==> config.mk <==
export PLATFORM = sky130hd
export DESIGN_NAME = adder_share_arbiter
export DESIGN_NICKNAME = d
export VERILOG_FILES = /design/src/rtl/adder_share_arbiter_pkg.sv /design/src/rtl/Sklansky32Bit.sv /design/src/rtl/adder_share_arbiter_rr_arbiter.sv /design/src/rtl/adder_share_arbiter.sv
export SDC_FILE = /design/constraint.sdc
export NUM_CORES = 1
export LEC_CHECK = 0
export CAP_MARGIN = 25
export CORE_UTILIZATION = 48
export DETAILED_ROUTE_END_ITERATION = 6
export GPL_ROUTABILITY_DRIVEN = 0
export PLACE_DENSITY = 0.87
export SLEW_MARGIN = 20
export SYNTH_ARGS = -nofsm -noshare
export SYNTH_HDL_FRONTEND = slang
export SYNTH_HIERARCHICAL = 1
export SYNTH_SLANG_ARGS = --single-unit
==> constraint.sdc <==
create_clock -name clk -period 9.1 [get_ports clk]
set_input_delay 2.275 -clock clk [delete_from_list [all_inputs] [get_ports clk]]
set_output_delay 2.275 -clock clk [all_outputs]
set_load 0.02 [all_outputs]
==> src/rtl/adder_share_arbiter_pkg.sv <==
// Shared state encodings, datapath width and overflow helper for adder_share_arbiter.
package adder_share_arbiter_pkg;

    localparam int unsigned ADW = 32;

    typedef enum logic [1:0] {
        ST_IDLE   = 2'd0,
        ST_EXEC   = 2'd1,
        ST_RESULT = 2'd2
    } state_e;

    function automatic logic signed_ovf(input logic a_msb, input logic b_msb, input logic s_msb);
        return (a_msb == b_msb) && (s_msb != a_msb);
    endfunction

endpackage

==> src/rtl/Sklansky32Bit.sv <==
// 32-bit Sklansky parallel-prefix adder with carry-in; testP/testG expose the bitwise P/G.
module Sklansky32Bit (
    input  logic [31:0] i_a,
    input  logic [31:0] i_b,
    input  logic        i_cin,
    output logic [31:0] o_sum,
    output logic        o_cout,
    output logic [31:0] testP,
    output logic [31:0] testG
);

    logic [5:0][31:0] w_g;
    logic [5:0][31:0] w_p;
    logic [32:0]      w_c;

    always_comb begin
        w_g    = '0;
        w_p    = '0;
        w_c    = '0;
        w_g[0] = i_a & i_b;
        w_p[0] = i_a ^ i_b;
        // Level l: bits with bit l set absorb the last bit of the preceding 2^l block.
        for (int l = 0; l < 5; l++) begin
            for (int i = 0; i < 32; i++) begin
                if (((i >> l) & 1) == 1) begin
                    w_g[l+1][i] = w_g[l][i] | (w_p[l][i] & w_g[l][((i >> l) << l) - 1]);
                    w_p[l+1][i] = w_p[l][i] & w_p[l][((i >> l) << l) - 1];
                end else begin
                    w_g[l+1][i] = w_g[l][i];
                    w_p[l+1][i] = w_p[l][i];
                end
            end
        end
        w_c[0] = i_cin;
        for (int i = 0; i < 32; i++) begin
            w_c[i+1] = w_g[5][i] | (w_p[5][i] & i_cin);
        end
    end

    assign o_sum  = w_p[0] ^ w_c[31:0];
    assign o_cout = w_c[32];
    assign testP  = w_p[0];
    assign testG  = w_g[0];

endmodule

==> src/rtl/adder_share_arbiter_rr_arbiter.sv <==
// Combinational round-robin arbiter: first requester at or after i_ptr, modulo NREQ.
module rr_arbiter #(
    parameter  int unsigned NREQ = 4,
    localparam int unsigned PW   = $clog2(NREQ)
) (
    input  logic [NREQ-1:0] i_req,
    input  logic [PW-1:0]   i_ptr,
    output logic [NREQ-1:0] o_grant,
    output logic [PW-1:0]   o_grant_idx,
    output logic            o_any
);

    always_comb begin
        o_grant     = '0;
        o_grant_idx = '0;
        o_any       = 1'b0;
        // Step k inspects requester (ptr + k) mod NREQ, i.e. i where ptr == (i - k) mod NREQ.
        for (int k = 0; k < NREQ; k++) begin
            for (int i = 0; i < NREQ; i++) begin
                if (!o_any && i_req[i] && (i_ptr == PW'((i + NREQ - k) % NREQ))) begin
                    o_any       = 1'b1;
                    o_grant[i]  = 1'b1;
                    o_grant_idx = PW'(i);
                end
            end
        end
    end

endmodule

==> src/rtl/adder_share_arbiter.sv <==
// Shares one Sklansky32Bit adder among NREQ valid/ready requesters (accept, compute, deliver).
// Define ADDER_ARB_STATS_EN to add the saturating stat_ops completed-op counter.
module adder_share_arbiter
    import adder_share_arbiter_pkg::*;
#(
    parameter int unsigned NREQ = 4,
    parameter int unsigned IDW  = 2
) (
    input  logic                clk,
    input  logic                rst,
    input  logic [NREQ-1:0]     req_valid,
    output logic [NREQ-1:0]     req_ready,
    input  logic [NREQ*ADW-1:0] req_a,
    input  logic [NREQ*ADW-1:0] req_b,
    input  logic [NREQ-1:0]     req_cin,
    output logic                res_valid,
    input  logic                res_ready,
    output logic [ADW:0]        res_sum,
    output logic                res_ovf,
    output logic [IDW-1:0]      res_id
`ifdef ADDER_ARB_STATS_EN
    ,
    output logic [15:0]         stat_ops
`endif
);

    localparam int unsigned PW = $clog2(NREQ);

    state_e         r_state, w_state_next;
    logic [PW-1:0]  r_rr_ptr;
    logic [ADW-1:0] r_op_a, r_op_b;
    logic           r_op_cin;
    logic [PW-1:0]  r_op_id;
    logic           r_res_valid;
    logic [ADW:0]   r_res_sum;
    logic           r_res_ovf;
    logic [IDW-1:0] r_res_id;

    logic [NREQ-1:0] w_grant;
    logic [PW-1:0]   w_grant_idx;
    logic            w_any, w_accept, w_deliver;
    logic [ADW-1:0]  w_sel_a, w_sel_b;
    logic            w_sel_cin;
    logic [ADW-1:0]  w_sum;
    logic            w_cout;
    logic [ADW-1:0]  w_unused_p, w_unused_g;

    rr_arbiter #(
        .NREQ (NREQ)
    ) u_rr_arbiter (
        .i_req       (req_valid),
        .i_ptr       (r_rr_ptr),
        .o_grant     (w_grant),
        .o_grant_idx (w_grant_idx),
        .o_any       (w_any)
    );

    Sklansky32Bit u_adder (
        .i_a    (r_op_a),
        .i_b    (r_op_b),
        .i_cin  (r_op_cin),
        .o_sum  (w_sum),
        .o_cout (w_cout),
        .testP  (w_unused_p),
        .testG  (w_unused_g)
    );

    always_comb begin
        w_sel_a   = '0;
        w_sel_b   = '0;
        w_sel_cin = 1'b0;
        for (int i = 0; i < NREQ; i++) begin
            if (w_grant[i]) begin
                w_sel_a   = req_a[i*ADW +: ADW];
                w_sel_b   = req_b[i*ADW +: ADW];
                w_sel_cin = req_cin[i];
            end
        end
    end

    always_comb begin
        w_state_next = r_state;
        req_ready    = '0;
        w_accept     = 1'b0;
        w_deliver    = 1'b0;
        case (r_state)
            ST_IDLE: begin
                // Ready is masked while reset is asserted so nothing looks accepted.
                if (!rst) begin
                    req_ready = w_grant;
                    if (w_any) begin
                        w_accept     = 1'b1;
                        w_state_next = ST_EXEC;
                    end
                end
            end
            ST_EXEC: w_state_next = ST_RESULT;
            ST_RESULT: begin
                if (res_ready) begin
                    w_deliver    = 1'b1;
                    w_state_next = ST_IDLE;
                end
            end
            default: w_state_next = ST_IDLE;
        endcase
    end

    always_ff @(posedge clk or posedge rst) begin
        if (rst) begin
            r_state <= ST_IDLE;
        end else begin
            r_state <= w_state_next;
        end
    end

    always_ff @(posedge clk or posedge rst) begin
        if (rst) begin
            r_rr_ptr    <= '0;
            r_op_a      <= '0;
            r_op_b      <= '0;
            r_op_cin    <= 1'b0;
            r_op_id     <= '0;
            r_res_valid <= 1'b0;
            r_res_sum   <= '0;
            r_res_ovf   <= 1'b0;
            r_res_id    <= '0;
        end else begin
            if (w_accept) begin
                r_op_a   <= w_sel_a;
                r_op_b   <= w_sel_b;
                r_op_cin <= w_sel_cin;
                r_op_id  <= w_grant_idx;
                r_rr_ptr <= (w_grant_idx == PW'(NREQ - 1)) ? '0 : w_grant_idx + 1'b1;
            end
            if (r_state == ST_EXEC) begin
                r_res_valid <= 1'b1;
                r_res_sum   <= {w_cout, w_sum};
                r_res_ovf   <= signed_ovf(r_op_a[ADW-1], r_op_b[ADW-1], w_sum[ADW-1]);
                r_res_id    <= IDW'(r_op_id);
            end
            if (w_deliver) begin
                r_res_valid <= 1'b0;
            end
        end
    end

    assign res_valid = r_res_valid;
    assign res_sum   = r_res_sum;
    assign res_ovf   = r_res_ovf;
    assign res_id    = r_res_id;

`ifdef ADDER_ARB_STATS_EN
    logic [15:0] r_stat_ops;

    always_ff @(posedge clk or posedge rst) begin
        if (rst) begin
            r_stat_ops <= '0;
        end else if (w_deliver && (r_stat_ops != 16'hFFFF)) begin
            r_stat_ops <= r_stat_ops + 16'd1;
        end
    end

    assign stat_ops = r_stat_ops;
`endif

endmodule

==> out/results.txt, run 1 <==
HPWL after DPL: 17100 um
GRT busiest layer: met2
Leakage: 4.51 nW
Largest net degree at the start of global routing: 74
Worst path max stage delay: 0.71 ns
R2R Setup Slk: 5.92 ns
Endpoint type of the worst setup path: output pin
Worst R2R End: res_ovf
Die Ht: 129 um
Synth cell types: 58
Critical path, cell by cell: clkdlybuf4s50_1 > nor2_1 > o221a_4 > and2_1 > clkdlybuf4s50_1
Final hold violations: 0
Yosys warns: 6
Layout cells sized above 1: 7.38%
Clock Skew: 0.00725 ns
Crit path DAT: 4.63 ns
Max Clk Rate: 0.145 GHz
Clock Path Buffers: 2
Vias in the first global route: 7374
Critical path depth: 5
CTS clk-pin slew, worst paths: 0.07 ns
Final wirelength: 23000 um
Power Dens Cells: 338 nW/um^2
Worst hold path type: reg2reg
Diodes inserted: 0
Async SR Flop Fraction: 100%
Core area: 15900 sq um
Cells resized by post-CTS repair: 0
Pins Over Slew Limit: 0
Count leader, synth: dfrtp_1
Unrepaired setup endpoints after global routing: false
CTS tree: done
Count of flip-flops with a built-in enable after synthesis: 0
Die X: 129 um
Top cells by count, synth: dfrtp_1, a21oi_1, nor2_1
Post-route minimum period: 6.91 ns
Clk sinks: 108
Die area: 16800 sq um
Final period utilization: 75.9%
Syn_nets: 1193
Final setup TNS: 0 ns
Via/cell ratio: 5.60
Nets: 1447
Cell area after synthesis: 7800 sq um
ANT nets after route: 0
Setup Buffers After CTS: 0
Port Buf Inserts: 307
Met1 usage: 32.1%
DRT iter0 DRCs: 415
Mean post-synth cell area: 8.74 sq um
Fin worst setup slack: 2.19 ns
Starting Density: 49.1%
Worst Path Class, Setup: in2out
CP dominant cell by count: clkdlybuf4s50_1
DP Worst Slack: 2.19 ns
Primary FF master, synth: dfrtp_1
Routed vias: 7656
M3 GR Usage: 5.24%
CTS buffer count: 9
FP Rows: 46
# fillers: 1281
Worst r2r path cells: 11
Area delta synth->final: 43.2%
GRT met2 Usage: 48.9%
Final setup vio count: 0
First-pass GRT wire length: 35900 um
Worst-skew pair later-pin latency: 0.35 ns
Avg WL per Cell: 16.8 um
GRT overflow: 0
I/O Pins: 308
Crit path max fanout: 66
Flops & latches, synth: 108
Antenna violations before repair: 0
Worst setup endpoint: req_ready[3]
Max cap viols: 0
Data required, critical path: 6.83 ns
Slew @ Worst Pin: 0.996 ns
Slowest-stage cell, CP: o221a_4
Peak VDD IR: 0.157 mV
GRT Overall Usage: 27.4%
Pre-Repair DR Iteration Count: 5
DR DRC count: 0
Root buf cell: clkbuf_16
H-tree Lvls: 3
CP startpoint: req_valid[1]
Worst Path Buf+Inv: 2
Top cell type's share of synthesized area: 34.7%
Dominant cell type by area after synthesis: dfrtp_1
Worst slew margin relative to its limit: 33.6%
Largest cells by area after synthesis: dfrtp_1, a221o_1, nand3b_1
Reg-to-reg startpoint: r_op_a[11]
CTS Hold Bufs: 0
Worst Setup Start Kind: input port
Pwr Total: 3.78 mW
Sequential area share after synthesis: 34.7%
Post-Synthesis Cells: 892
Status: finished, final reports clean
CP delay by family, top: buffers and inverters
[worst reg2reg max path, delay by kind of cell (launching register included)]
family / cells / cell delay [ns]
xor+xnor: 1 / 0.24
flops: 1 / 0.40
fa+ha+maj: 1 / 0.37
simple gates: 3 / 0.67
compound gates: 6 / 1.35
[cell usage in the layout (no fill, tap or decap), types with 2 or more instances in the layout]
| cell type | instances |
|---|---|
| a2111oi_2 | 3 |
| a21o_1 | 7 |
| a21o_2 | 2 |
| a21oi_1 | 91 |
| a21oi_2 | 2 |
| a221o_1 | 66 |
| a31oi_1 | 65 |
| and2_1 | 5 |
| and3_1 | 5 |
| buf_4 | 8 |
| bufinv_16 | 2 |
| clkbuf_16 | 9 |
| clkdlybuf4s50_1 | 307 |
| clkinv_2 | 3 |
| dfrtp_1 | 108 |
| ha_1 | 33 |
| inv_1 | 72 |
| mux2_2 | 39 |
| nand2_1 | 74 |
| nand2b_1 | 3 |
| nand3_1 | 4 |
| nand3b_1 | 65 |
| nor2_1 | 89 |
| nor2b_1 | 3 |
| nor3_1 | 7 |
| o21a_1 | 4 |
| o21ai_0 | 10 |
| o21ai_1 | 2 |
| o21bai_1 | 3 |
| o221a_4 | 2 |
| xnor2_1 | 14 |
| xor2_1 | 14 |
[cells by family (layout without fill, tap and decap cells)]
family | after synthesis | after routing | share of synthesized area, %
compound gates | 271 | 271 | 25.1
simple gates | 267 | 267 | 17.4
buf+inv | 145 | 404 | 8.52
flops | 108 | 108 | 34.7
mux | 39 | 39 | 5.63
fa+ha+maj | 34 | 34 | 5.55
xor+xnor | 28 | 28 | 3.14
[metal layers]
layer / vias to the layer above / routed length (um) / share of wire, %
met1: 3586 / 9050 / 39
li1: 3722 / - / -
met3: 49 / 1870 / 8.1
met5: - / 0 / 0
met4: 0 / 797 / 3.5
met2: 299 / 11300 / 49
[where the power goes]
| part | switching [mW] | internal (mW) | total (mW) |
|---|---|---|---|
| Clock | 0.173 | 0.248 | 0.421 |
| Combinational | 1.28 | 1.17 | 2.44 |
| Sequential | 0.175 | 0.735 | 0.910 |
[sequential cells by signal, indices dropped and copies added, names as in the netlist]
| signal | cells |
|---|---|
| res_sum | 33 |
| r_op_a | 32 |
| r_op_b | 32 |
| r_op_id | 2 |
| r_rr_ptr | 2 |
| r_state | 2 |
| res_id | 2 |
| r_op_cin | 1 |
| res_ovf | 1 |
| res_valid | 1 |
[area by class of cell]
class	instances	area [sq um]	share of cell area, %
Multi-Input combinational cell	639	4470	40.0
Tap cell	216	270	2.42
Inverter	73	277	2.48
Clock buffer	11	243	2.17
Clock inverter	5	75.1	0.672
Timing Repair Buffer	315	3130	28.0
Sequential cell	108	2700	24.2
[stage by stage]
stage / std cells / cell area, sq um / utilization [%] / hold slack [ns]
after CTS: 1367 / 11200 / 70.3 / 0.502
after global routing: 1367 / 11200 / 70.3 / 0.521
after global placement: 1351 / 10900 / 68.3 / 0.472
final: 1367 / 11200 / 70.3 / 0.494
after floorplan: 892 / 7800 / - / 0.477
after detailed placement: 1351 / 10900 / 68.3 / 0.484
[worst min-delay path by stage]
| stage | startpoint | to | slack (ns) | cells past startpoint |
|---|---|---|---|---|
| final | res_ovf | res_ovf | 0.49 | 2 |
| after global routing | res_sum[4] | res_sum[4] | 0.52 | 1 |
| after CTS | res_ovf | res_ovf | 0.50 | 2 |
| after detailed placement | res_ovf | res_ovf | 0.48 | 2 |
| after global placement | res_ovf | res_ovf | 0.47 | 2 |
| after floorplan | r_op_id[0] | r_op_id[0] | 0.48 | 1 |
No activity file was read; power rests on OpenSTA's default activity.
==> inputs of run 2 (changes only) <==
CORE_UTILIZATION = 45   (was 48)
PLACE_DENSITY = 0.82   (was 0.87)
clock period = 6.63 ns   (was 9.1 ns; I/O delays follow)
==> run 2 against run 1 <==
Against the previous run: register-to-register slack got worse by 2.4 ns; wire length increased by 1.3%; final area about the same; critical path type unchanged; critical endpoint is now req_ready[2]; largest cell class unchanged.
==> out/results.txt, run 2 (synthesized netlist as in run 1, its figures left out) <==
Slowest-stage cell, CP: clkdlybuf4s50_1
Placed cell count: 1357
Worst r2r path cells: 11
Critical path, cell by cell: clkdlybuf4s50_1 > nor2b_4 > nor3_1 > o31a_2 > and2_1 > clkdlybuf4s50_1
Clock Path Buffers: 2
Worst Path Buf+Inv: 2
CTS buffer count: 9
Pwr Total: 5.16 mW
Layout cells sized above 1: 7.63%
GRT Overall Usage: 26.4%
Worst path max stage delay: 0.61 ns
Final hold violations: 0
Pins Over Slew Limit: 0
# fillers: 1407
Core area: 16800 sq um
Largest net degree at the start of global routing: 71
Worst-skew pair later-pin latency: 0.35 ns
Routed vias: 7709
HPWL after DPL: 17000 um
Avg WL per Cell: 17.0 um
Starting Density: 46.5%
Max Clk Rate: 0.192 GHz
Commonest cells after routing, fill and taps aside: clkdlybuf4s50_1, dfrtp_1, a21oi_1, nor2_1, nand2_1
Die Ht: 134 um
FP Rows: 47
CTS clk-pin slew, worst paths: 0.07 ns
Worst Setup Start Kind: input port
DRT iter0 DRCs: 402
Commonest non-fill, non-tap cell in the layout: clkdlybuf4s50_1
Final setup vio count: 0
Crit path DAT: 3.56 ns
Area delta synth->final: 43.3%
Final setup TNS: 0 ns
Worst hold path type: reg2reg
Worst R2R End: res_ovf
Non-filler cells, final: 1373
Worst Path Class, Setup: in2out
First-pass GRT wire length: 37700 um
R2R Setup Slk: 3.49 ns
Nets: 1449
Diodes inserted: 0
GRT overflow: 0
Status: finished, final reports clean
Die X: 134 um
CTS tree: done
Unrepaired setup endpoints after global routing: false
DR DRC count: 0
Slew @ Worst Pin: 1.01 ns
Peak VDD IR: 0.367 mV
DP Worst Slack: 1.44 ns
ANT nets after route: 0
Crit path max fanout: 8
CP dominant cell by count: clkdlybuf4s50_1
CP delay by family, top: buffers and inverters
Die area: 17900 sq um
Final wirelength: 23300 um
Data required, critical path: 4.97 ns
Setup Buffers After CTS: 0
Max cap viols: 0
Pre-Repair DR Iteration Count: 5
Via/cell ratio: 5.61
Max reg flops: 33
Core Util, Final: 66.7%
Clk sinks: 108
Root buf cell: clkbuf_16
Cells resized by post-CTS repair: 0
Reg-to-reg startpoint: r_op_a[11]
CP startpoint: req_valid[0]
I/O Pins: 308
H-tree Lvls: 3
Final period utilization: 78.7%
Post-route minimum period: 5.22 ns
Critical path depth: 6
Port Buf Inserts: 307
Vias in the first global route: 7570
Hold-critical path depth: 2
Power Dens Cells: 462 nW/um^2
Endpoint type of the worst setup path: output pin
Worst slew margin relative to its limit: 32.8%
Worst Hold End: res_ovf
CTS Hold Bufs: 0
Antenna violations before repair: 0
Leakage: 4.51 nW
Clock Skew: 0.00787 ns
Hold wc startpoint: res_ovf
Fin worst setup slack: 1.41 ns
==> run 2: cell type report <==
| class | count | area (sq um) | share of cell area (%) |
|---|---|---|---|
| clock buffer | 10 | 239 | 2.14 |
| clock inverter | 6 | 63.8 | 0.571 |
| inverter | 73 | 277 | 2.47 |
| multi-input combinational | 639 | 4470 | 40.0 |
| sequential | 108 | 2700 | 24.2 |
| tap | 220 | 275 | 2.46 |
| timing repair buffer | 317 | 3150 | 28.2 |
==> run 2: layer usage <==
layer	track usage, %	wire, um	vias up
met4	9.91	627	0
met5	0	0	-
met2	45.4	11200	340
met3	4.98	1760	37
li1	-	-	3719
met1	32.7	9710	3613
==> run 2: how the worst max path moves through the flow <==
stage,to,slack [ns]
after floorplan,req_ready[3],1.99
after global placement,req_ready[2],1.45
after detailed placement,req_ready[2],1.44
after CTS,req_ready[2],1.42
after global routing,req_ready[2],1.33
final,req_ready[2],1.41
==> run 2: worst min-delay path, cell delays in order (launching register included) <==
cell     delay, ns
dfrtp_1       0.35
nand2_1       0.05
o21ai_0       0.06
==> run 2: power by group <==
| part | total (mW) | leakage (nW) | internal, mW | switching, mW |
|---|---|---|---|---|
| Combinational | 3.36 | 3.11 | 1.60 | 1.75 |
| Sequential | 1.25 | 1.25 | 1.01 | 0.242 |
| Clock | 0.552 | 0.144 | 0.303 | 0.249 |
==> run 2: metrics by stage <==
stage	hold slack, ns	instance area (sq um)
after global placement	0.476	10900
after floorplan	0.477	7800
after detailed placement	0.481	10900
after global routing	0.524	11200
after CTS	0.499	11200
final	0.492	11200
==> inputs of run 3 (changes only) <==
CORE_UTILIZATION = 40   (was 45)
PLACE_DENSITY = 0.78   (was 0.82)
clock period = 4.73 ns   (was 6.63 ns; I/O delays follow)
==> run 3 against run 2 <==
Against the previous run: wire length up 2.5%; clock skew up 0.0028 ns; critical path depth unchanged; via count down 1.1%; largest power group unchanged.
==> out/results.txt, run 3 (synthesized netlist as in run 1, its figures left out) <==
ANT nets after route: 0
Worst Setup Start Kind: input port
Peak VDD IR: 0.415 mV
Antenna violations before repair: 0
DP Worst Slack: 0.426 ns
Max cap viols: 0
Clock Skew: 0.0107 ns
Placed cell count: 1398
FP Rows: 50
DRT iter0 DRCs: 422
Die area: 20100 sq um
Crit path max fanout: 8
Final setup TNS: 0 ns
CTS clk-pin slew, worst paths: 0.07 ns
Vias in the first global route: 7234
Final hold slack: 0.504 ns
CTS buffer count: 9
Diodes inserted: 0
GRT overflow: 0
Post-route minimum period: 4.31 ns
DR DRC count: 0
Final setup vio count: 0
CTS Hold Bufs: 0
Unrepaired setup endpoints after global routing: false
Starting Density: 41.3%
Avg WL per Cell: 16.9 um
GRT Overall Usage: 23.4%
Max reg flops: 33
Final instance area: 11300 sq um
Routed vias: 7627
# fillers: 1736
Root buf cell: clkbuf_16
Slew @ Worst Pin: 0.774 ns
Clk sinks: 108
Leakage: 4.52 nW
Status: finished, final reports clean
DR WL met2: 11600 um
HPWL after DPL: 17500 um
First-pass GRT wire length: 37100 um
Final wirelength: 23900 um
Endpoint type of the worst setup path: output pin
WL met1: 10000 um
Placed Area: 10900 sq um
Nets: 1451
Layout cells sized above 1: 7.71%
Routed wl met3: 1770 um
Non-filler cells, final: 1415
Pre-Repair DR Iteration Count: 6
Final period utilization: 91.1%
Max Clk Rate: 0.232 GHz
Setup Buffers After CTS: 0
Worst-skew pair later-pin latency: 0.35 ns
Largest net degree at the start of global routing: 70
Clock Path Buffers: 2
H-tree Lvls: 3
Final hold violations: 0
Via/cell ratio: 5.39
Commonest cells after routing, fill and taps aside: clkdlybuf4s50_1, dfrtp_1, a21oi_1, nor2_1, nand2_1
Core area: 18900 sq um
Top sig layer: met4
Worst slew margin relative to its limit: 48.4%
Area delta synth->final: 44.4%
Port Buf Inserts: 307
Worst hold path type: reg2reg
Data required, critical path: 3.55 ns
Die Ht: 142 um
I/O Pins: 308
Power Dens Cells: 642 nW/um^2
Pins Over Slew Limit: 0
Cells resized by post-CTS repair: 0
Fin worst setup slack: 0.422 ns
CTS tree: done
Worst Path Class, Setup: in2out
Die X: 142 um
Commonest non-fill, non-tap cell in the layout: clkdlybuf4s50_1
Crit path DAT: 3.13 ns
-- run 3: changes by cell type in the layout (fill, tap and decap cells not counted) --
cell	change
buf_12	+1
buf_16	+1
bufinv_16	-1
clkbuf_1	+1
clkbuf_8	+1
clkinv_2	-2
clkinv_4	+2
clkinvlp_4	-1
-- run 3: path summary, 6_finish.rpt --
path	depth (start not counted)	startpoint	to	slack, ns
setup / recovery	6	req_valid[0]	req_ready[2]	0.42
hold / removal	1	res_sum[18]	res_sum[18]	0.50
setup reg to reg	11	r_op_a[10]	res_ovf	1.53
hold reg to reg	1	res_sum[18]	res_sum[18]	0.50
max in group asynchronous	3	rst	res_sum[16]	2.54
min in group asynchronous	2	rst	r_op_id[1]	1.41
-- run 3: stage by stage --
step           util [%]  power (mW)
2_1_floorplan         -        5.16
4_1_cts            59.5        7.24
3_3_place_gp       57.9        6.32
5_1_grt            59.6        7.81
6_report           59.6        7.22
3_5_place_dp       57.9        6.45
-- run 3: cell type report --
| class | instances | area [sq um] | share of cell area [%] |
|---|---|---|---|
| clock buffer | 12 | 256 | 2.28 |
| clock inverter | 4 | 33.8 | 0.300 |
| inverter | 73 | 277 | 2.46 |
| multi-input combinational | 639 | 4470 | 39.7 |
| sequential | 108 | 2700 | 24.0 |
| tap | 260 | 325 | 2.89 |
| timing repair buffer | 319 | 3200 | 28.4 |
-- run 3: worst max-delay path, cell delays in order --
cell and delay [ns]:
clkdlybuf4s50_1 0.63, nor2b_4 0.21, nor3_1 0.05, o31a_2 0.35, and2_1 0.14, clkdlybuf4s50_1 0.55
-- run 3: metal layers --
layer  vias up  global-route usage (%)
met5         -                       0
met4         0                    7.02
met3        34                    5.74
met2       275                    40.8
met1      3582                    28.5
li1       3736                       -
-- run 3: report_power, final --
group          total, mW  internal [mW]  switching, mW
clock              0.745          0.390          0.355
combinational       4.73           2.27           2.47
sequential          1.75           1.41          0.334
